<file path="src/rtl/nibble_add_sequencer.sv">
// rtl/nibble_add_sequencer.sv - multi-cycle WIDTH-bit adder using one 4-bit add-with-carry slice
module nibble_add_sequencer #(
    parameter int WIDTH = 16
) (
    input  logic             clk,
    input  logic             rst_n,
    input  logic             in_valid,
    output logic             in_ready,
    input  logic [WIDTH-1:0] a,
    input  logic [WIDTH-1:0] b,
    input  logic             cin,
    output logic             out_valid,
    input  logic             out_ready,
    output logic [WIDTH-1:0] sum,
    output logic             cout,
    output logic             ovf,
    output logic             busy
);

    localparam int N     = WIDTH / 4;
    localparam int IDX_W = (N > 1) ? $clog2(N) : 1;

    generate
        if ((WIDTH % 4) != 0 || WIDTH < 4) begin : g_bad_width
            $error("nibble_add_sequencer: WIDTH must be a multiple of 4 and at least 4");
        end
    endgenerate

    typedef enum logic [1:0] {
        IDLE,
        RUN,
        DONE
    } state_t;

    state_t             state_q, state_d;
    logic [WIDTH-1:0]   a_q, a_d;
    logic [WIDTH-1:0]   b_q, b_d;
    logic [WIDTH-1:0]   sum_q, sum_d;
    logic               carry_q, carry_d;
    logic               cout_q, cout_d;
    logic               ovf_q, ovf_d;
    logic [IDX_W-1:0]   idx_q, idx_d;

    logic [3:0]         slice_a, slice_b, slice_s;
    logic               slice_c;
    logic               carry_into_top;

    // Slice operand mux over constant part-selects keeps every index in range for any WIDTH.
    always_comb begin
        slice_a = '0;
        slice_b = '0;
        for (int i = 0; i < N; i++) begin
            if (idx_q == IDX_W'(i)) begin
                slice_a = a_q[4*i +: 4];
                slice_b = b_q[4*i +: 4];
            end
        end
    end

    assign {slice_c, slice_s} = {1'b0, slice_a} + {1'b0, slice_b} + {4'b0000, carry_q};
    // Carry into bit 3 of the slice, recovered from the sum bit and its operands.
    assign carry_into_top = slice_a[3] ^ slice_b[3] ^ slice_s[3];

    always_comb begin
        state_d = state_q;
        a_d     = a_q;
        b_d     = b_q;
        sum_d   = sum_q;
        carry_d = carry_q;
        cout_d  = cout_q;
        ovf_d   = ovf_q;
        idx_d   = idx_q;
        case (state_q)
            IDLE: begin
                if (in_valid) begin
                    a_d     = a;
                    b_d     = b;
                    sum_d   = '0;
                    carry_d = cin;
                    idx_d   = '0;
                    state_d = RUN;
                end
            end
            RUN: begin
                for (int i = 0; i < N; i++) begin
                    if (idx_q == IDX_W'(i)) begin
                        sum_d[4*i +: 4] = slice_s;
                    end
                end
                carry_d = slice_c;
                if (idx_q == IDX_W'(N - 1)) begin
                    cout_d  = slice_c;
                    ovf_d   = carry_into_top ^ slice_c;
                    state_d = DONE;
                end else begin
                    idx_d = idx_q + IDX_W'(1);
                end
            end
            DONE: begin
                if (out_ready) begin
                    state_d = IDLE;
                end
            end
            default: state_d = IDLE;
        endcase
    end

    always_ff @(posedge clk or negedge rst_n) begin
        if (!rst_n) begin
            state_q <= IDLE;
            a_q     <= '0;
            b_q     <= '0;
            sum_q   <= '0;
            carry_q <= 1'b0;
            cout_q  <= 1'b0;
            ovf_q   <= 1'b0;
            idx_q   <= '0;
        end else begin
            state_q <= state_d;
            a_q     <= a_d;
            b_q     <= b_d;
            sum_q   <= sum_d;
            carry_q <= carry_d;
            cout_q  <= cout_d;
            ovf_q   <= ovf_d;
            idx_q   <= idx_d;
        end
    end

    assign in_ready  = (state_q == IDLE);
    assign out_valid = (state_q == DONE);
    assign busy      = (state_q != IDLE);
    assign sum       = sum_q;
    assign cout      = cout_q;
    assign ovf       = ovf_q;

endmodule

</file>
<file path="config.mk">
export PLATFORM = sky130hd
export DESIGN_NAME = nibble_add_sequencer
export DESIGN_NICKNAME = d
export VERILOG_FILES = /design/src/rtl/nibble_add_sequencer.sv
export SDC_FILE = /design/constraint.sdc
export NUM_CORES = 1
export LEC_CHECK = 0
export BUFFER_PORTS_ARGS = -buffer_cell sky130_fd_sc_hd__buf_2
export CAP_MARGIN = 10
export CORE_MARGIN = 5
export CORE_UTILIZATION = 58
export DETAILED_ROUTE_END_ITERATION = 10
export GPL_TIMING_DRIVEN = 1
export PLACE_DENSITY = 0.91
export SLEW_MARGIN = 20
export SYNTH_ARGS = -nofsm -noshare
export SYNTH_HDL_FRONTEND = slang
export SYNTH_SLANG_ARGS = --single-unit
</file>
<file path="constraint.sdc">
create_clock -name clk -period 4.55 [get_ports clk]
set_input_delay 0.455 -clock clk [delete_from_list [all_inputs] [get_ports clk]]
set_output_delay 0.455 -clock clk [all_outputs]
set_load 0.005 [all_outputs]
</file>
; Word level (Yosys, flattened, before mapping)
; Cells that the tools add are included.
[totals]
inputBits = 37
regBits = 55
output_inout_bits = 21
elab_cells = 65
[op_classes]
bitwise_logic = 3
n_eq_ne = 12
n_mux = 23
n_reduce_logical = 13
add_sub_neg = 3
[op_table]
columns = op, n
row1 = $mux W4, 12
row2 = $pmux W16 S2, 1
row3 = $reduce_and A3 Y1, 6
row4 = $mux W16, 1
row5 = $ne A2 B2 Y1 const B, 6
row6 = $mux W2, 5
row7 = $eq A2 B2 Y1 const B, 3
row8 = $pmux W2 S3, 1
row9 = $reduce_and A2 Y1, 3
row10 = $add A4 B4 Y5, 1
row11 = $add A5 B1 Y5, 1
row12 = $eq A2 B1 Y1 const B, 2
row13 = $logic_not A2 Y1, 2
row14 = $pmux W2 S2, 1
row15 = $reduce_bool A2 Y1, 2
row16 = $xor A1 B1 Y1, 3
row17 = $add A2 B1 Y2 const B, 1
row18 = $ne A2 B1 Y1 const B, 1
row19 = $pmux W1 S2, 1
row20 = $mux W1, 1

; Depth between registers and ports, before layout
[depth]
word_depth = 9
ltp_mapped = 13

; Worst setup path after synthesis
; OpenSTA, ideal clock, no wires.
[synth_timing]
path_type = register to register
from = register idx_q[0]
to = register ovf_q, in the netlist ovf
path_slack_ps = 1670
stages_incl_launch_ff = 14
setup_time_ps = 83
required_time_ps = 4467
arrival_ps = 2798
synth_period_minus_slack_ps = 2880
path_cell_list = dfrtp_1 inv_1 ha_1 clkbuf_1 clkbuf_1 a221oi_1 nor3_1 a21oi_1 fa_1 fa_1 nand2b_1 o2bb2ai_1 xor2_1 o21ai_0
[synth_between]
elab_chain_len = 9
[synth_rtl]
columns = item, line_no
row1 = start: declaration, 42  ; logic [IDX_W-1:0] idx_q, idx_d;
row2 = start signal: assignment, 126  ; idx_q <= idx_d;
row3 = $logic_not A2 Y1, 53  ; if (idx_q == IDX_W'(i)) begin
row4 = $mux W4 (4 in a row), 53
row5 = $add A4 B4 Y5, 60  ; assign {slice_c, slice_s} = {1'b0, slice_a} + {1'b0, slice_b} + {4'b0000, carry_q};
row6 = $add A5 B1 Y5, 60
row7 = $xor A1 B1 Y1, 62  ; assign carry_into_top = slice_a[3] ^ slice_b[3] ^ slice_s[3];
row8 = $xor A1 B1 Y1, 93  ; ovf_d = carry_into_top ^ slice_c;
row9 = end signal: assignment, 125  ; ovf_q <= ovf_d;
row10 = end: declaration, 41  ; logic ovf_q, ovf_d;
; Several ways; a longest one is shown, not always the timed one.
; A chain may end at the register's enable or synchronous reset.

; Final worst setup path
[layout_timing]
from = register idx_q[1]
to = register ovf_q, in the netlist ovf
; Same word-level chain as after synthesis.

==> out/qor.csv <==
stage,metric,value,unit
route,vias_per_cell,5.70,
clock_network,ctsHoldBuffers,0,
route,dr.first_iter.drc_count,106,
power_and_ir_drop,p_leak,1.41,nW
sta,maxSlewHeadroom,0.449,
placement,postPlaceCellArea,0.00289,mm2
synth,synth_async_sr_flop_share,1.00,
power_and_ir_drop,power.density_cell_area,812,mW/mm2
placement,place.detailed.hpwl,3900,um
critical_path,critPathMaxStageDelay,0.57,ns
layout,post_layout_nonfiller_instances,332,
critical_path,worst_r2r_endpoint,ovf,
clock_network,cts_num_sinks,55,
synth,syn_area,0.00260,mm2
route,remaining_drc_errors,0,
outcome,outcome,"finished, final reports clean",
floorplanning,boundaryPins,58,
layout,finish.instance_area,0.00299,mm2
placement,gpl.final_weighted_congestion,0.844,
critical_path,setup.worst_path.end_class,register,
critical_path,critPathArrivalTime,3.43,ns
power_and_ir_drop,irDropWorstVdd,518,uV
clock_network,cts_resized,0,
sta,fin_worst_skew,0.00702,ns
route,via_count,1894,
clock_network,clk_pin_slew_worst_paths,0.10,ns
route,drtPass1Iterations,4,
critical_path,worst-r2r-cell-count,11,
synth,post_synthesis_sequential_area_ratio,0.530,
synth,yosys.cell_types.count,28,
grt,grt_first_pass_wirelength,9290,um
sta,final_period_minus_worst_setup_slack,3.18,ns
floorplanning,rows,24,
synth,yosysWarningCount,0,
clock_network,clock_path_buffers,2,
sta,worstMarginPinSlew,0.827,ns
floorplanning,floorplan.initialDensity,0.596,
critical_path,critical_path.startpoint_type,register,
min_path,hold_path.class,in -> async,
floorplanning,floorplan.die.height,76.9,um
synth,count_of_flip_flops_with_a_built_in_enable_after_synthesis,0,
clock_network,cts-htree-levels,2,
synth,syn_area_per_cell,11.5,um2
sta,rsz0062_at_grt,no,
clock_network,tritoncts_clock_tree,built,
critical_path,worstPathCellList,"inv_1, ha_1, a221oi_1, nor3_1, a21oi_1, fa_1, fa_1, nand2b_1, o2bb2ai_1, xor2_1, o21ai_0",
critical_path,timing.setup.critical_path_class,reg -> reg,
route,routedWlPerCell,16.1,um
route,final_antenna_net_count,0,
critical_path,worst_ep_required,4.79,ns
clock_network,insertion_delay,0.32,ns
layout,fraction_of_layout_cells_with_a_size_suffix_above_1,0.343,
floorplanning,die_w,76.9,um
critical_path,regToRegStartpoint,idx_q[1],
synth,syn-instance-count,226,
grt,grt_start_max_net_pins,56,
sta,hold_slack,0.252,ns
sta,fmax,314,MHz
layout,area_growth,15.1,%
route,route.final.wire_length,5350,um
sta,finalHoldViolations,0,
critical_path,crit_slowest_cell,ha_1,
grt,antenna_violations_before_repair,0,
critical_path,cpMostUsedCell,fa_1,
clock_network,post_cts_buffers,0,
critical_path,path_max_fanout,18,
layout,finish.net_count,325,
sta,tns,0,ns
grt,grt_util_all_layers,0.195,
sta,fraction_of_the_cycle_the_final_worst_path_needs,0.700,
grt,global_route.overflow_total,0,
floorplanning,core_area,0.00435,mm2
layout,insertedDiodeCount,0,
placement,numPortBuffers,57,
sta,slew_violations,0,
job,cap_violations,0,
critical_path,timing.reg2reg.setup_slack,1.37,ns
clock_network,cts_root_buffer,clkbuf_8,
floorplanning,die_ar,0.00591,mm2
layout,num-fill-cells,348,
grt,grt_pass1_vias,2038,
sta,setup-violations-final,0,
clock_network,tritoncts_buffer_count,5,
synth,top_ff_cell_synth,dfrtp_1,
synth,synth_nets,272,
sta,setup_ws,1.37,ns
placement,dpl_ws,1.41,ns
synth,ys_ff_latch,55,
placement,dp_cells,324,
-- cells in the mapped netlist (all sizes together) (3+ instances only) --
| library cell | number | area (um2) |
|---|---|---|
| a21oi | 17 | 85.1 |
| a221oi | 6 | 52.6 |
| a32o | 4 | 40.0 |
| buf | 7 | 53.8 |
| clkbuf | 6 | 22.5 |
| dfrtp | 55 | 1380 |
| ha | 7 | 87.6 |
| inv | 6 | 22.5 |
| mux2 | 32 | 360 |
| nand2 | 26 | 97.6 |
| nand2b | 3 | 18.8 |
| nor2 | 4 | 15.0 |
| nor2b | 12 | 75.1 |
| nor3 | 5 | 25.0 |
| o21ai | 18 | 90.1 |
| xor2 | 3 | 26.3 |
-- state kept, by name (all words and copies together), names as in the netlist --
| signal | cells |
|---|---|
| cout | 1 |
| sum | 16 |
| b_q | 16 |
| state_q | 2 |
| idx_q | 2 |
| ovf | 1 |
| a_q | 16 |
| carry_q | 1 |
-- final cells by class --
| cell class | instances | area [um2] | share of cell area |
|---|---|---|---|
| sequential | 55 | 1380 | 0.460 |
| multi-input combinational | 152 | 1120 | 0.375 |
| timing repair buffer | 59 | 300 | 0.100 |
| clock buffer | 7 | 96.3 | 0.0322 |
| tap | 52 | 65.1 | 0.0218 |
| inverter | 6 | 22.5 | 0.00753 |
| clock inverter | 1 | 7.51 | 0.00251 |
-- how the worst max path moves through the flow --
| stage | start | end | slack (ns) | cells past startpoint |
|---|---|---|---|---|
| 2_1_floorplan | idx_q[0] | ovf | 1.67 | 13 |
| 6_report | idx_q[1] | ovf | 1.37 | 11 |
| 3_5_place_dp | idx_q[1] | ovf | 1.41 | 11 |
| 4_1_cts | idx_q[1] | ovf | 1.37 | 11 |
| 3_3_place_gp | idx_q[1] | ovf | 1.59 | 11 |
| 5_1_grt | idx_q[1] | ovf | 1.11 | 11 |
-- report_power, final --
group,total (W),internal [W],leakage [nW],switching (W)
clock,0.000298,0.000139,0.0505,0.000159
sequential,0.000863,0.000719,0.676,0.000144
combinational,0.00127,0.000567,0.687,0.000700
total,0.00243,0.00142,1.41,0.00100
-- critical path: cells and delay by family, from the launching register on --
family	cells	cell delay, ns
adders and majority gates	3	1.43
DFF	1	0.42
AOI/OAI and AO/OA	4	0.63
and+or+nand+nor	2	0.35
buffers and inverters	1	0.11
xor gates and xnor gates	1	0.16
-- cells by family after synthesis --
group | Yosys count | synth area share
multiplexers | 32 | 0.139
buffers and inverters | 19 | 0.0381
XOR/XNOR | 3 | 0.0101
adder cells (fa/ha/maj) | 9 | 0.0492
flip-flops | 55 | 0.530
AND/OR/NAND/NOR | 55 | 0.107
AO/OA/AOI/OAI | 53 | 0.126
-- placed cells by master, fill, tap and decap left out, types with 2 or more instances in the layout --
master / synthesis / layout
a21oi_1: 17 / 17
inv_1: 6 / 6
o21ai_0: 18 / 18
fa_1: 2 / 2
o22ai_1: 2 / 2
nand2b_1: 3 / 3
nor2b_1: 12 / 12
o31ai_1: 2 / 2
ha_1: 7 / 7
nor3_1: 5 / 5
clkbuf_8: 0 / 7
a221oi_1: 6 / 6
nand2_1: 26 / 26
buf_4: 0 / 2
mux2_2: 27 / 27
nor2_1: 4 / 4
a21o_1: 2 / 2
xor2_1: 3 / 3
nand3b_1: 2 / 2
buf_2: 4 / 57
mux2_1: 5 / 5
a32o_1: 4 / 4
dfrtp_1: 55 / 55
-- layer usage --
layer / vias up / track usage / routed length (um)
li1: 907 / - / -
met1: 914 / 0.239 / 2200
met2: 66 / 0.322 / 2630
met3: 7 / 0.0597 / 446
met4: 0 / 0.0717 / 66
met5: - / 0 / 0
-- per-stage QoR --
stage	utilization	power [W]
floorplan	-	0.00177
global placement	0.663	0.00206
detailed placement	0.663	0.00214
CTS	0.686	0.00244
global route	0.686	0.00264
finish	0.686	0.00243
(Power assumes the default switching activity.)
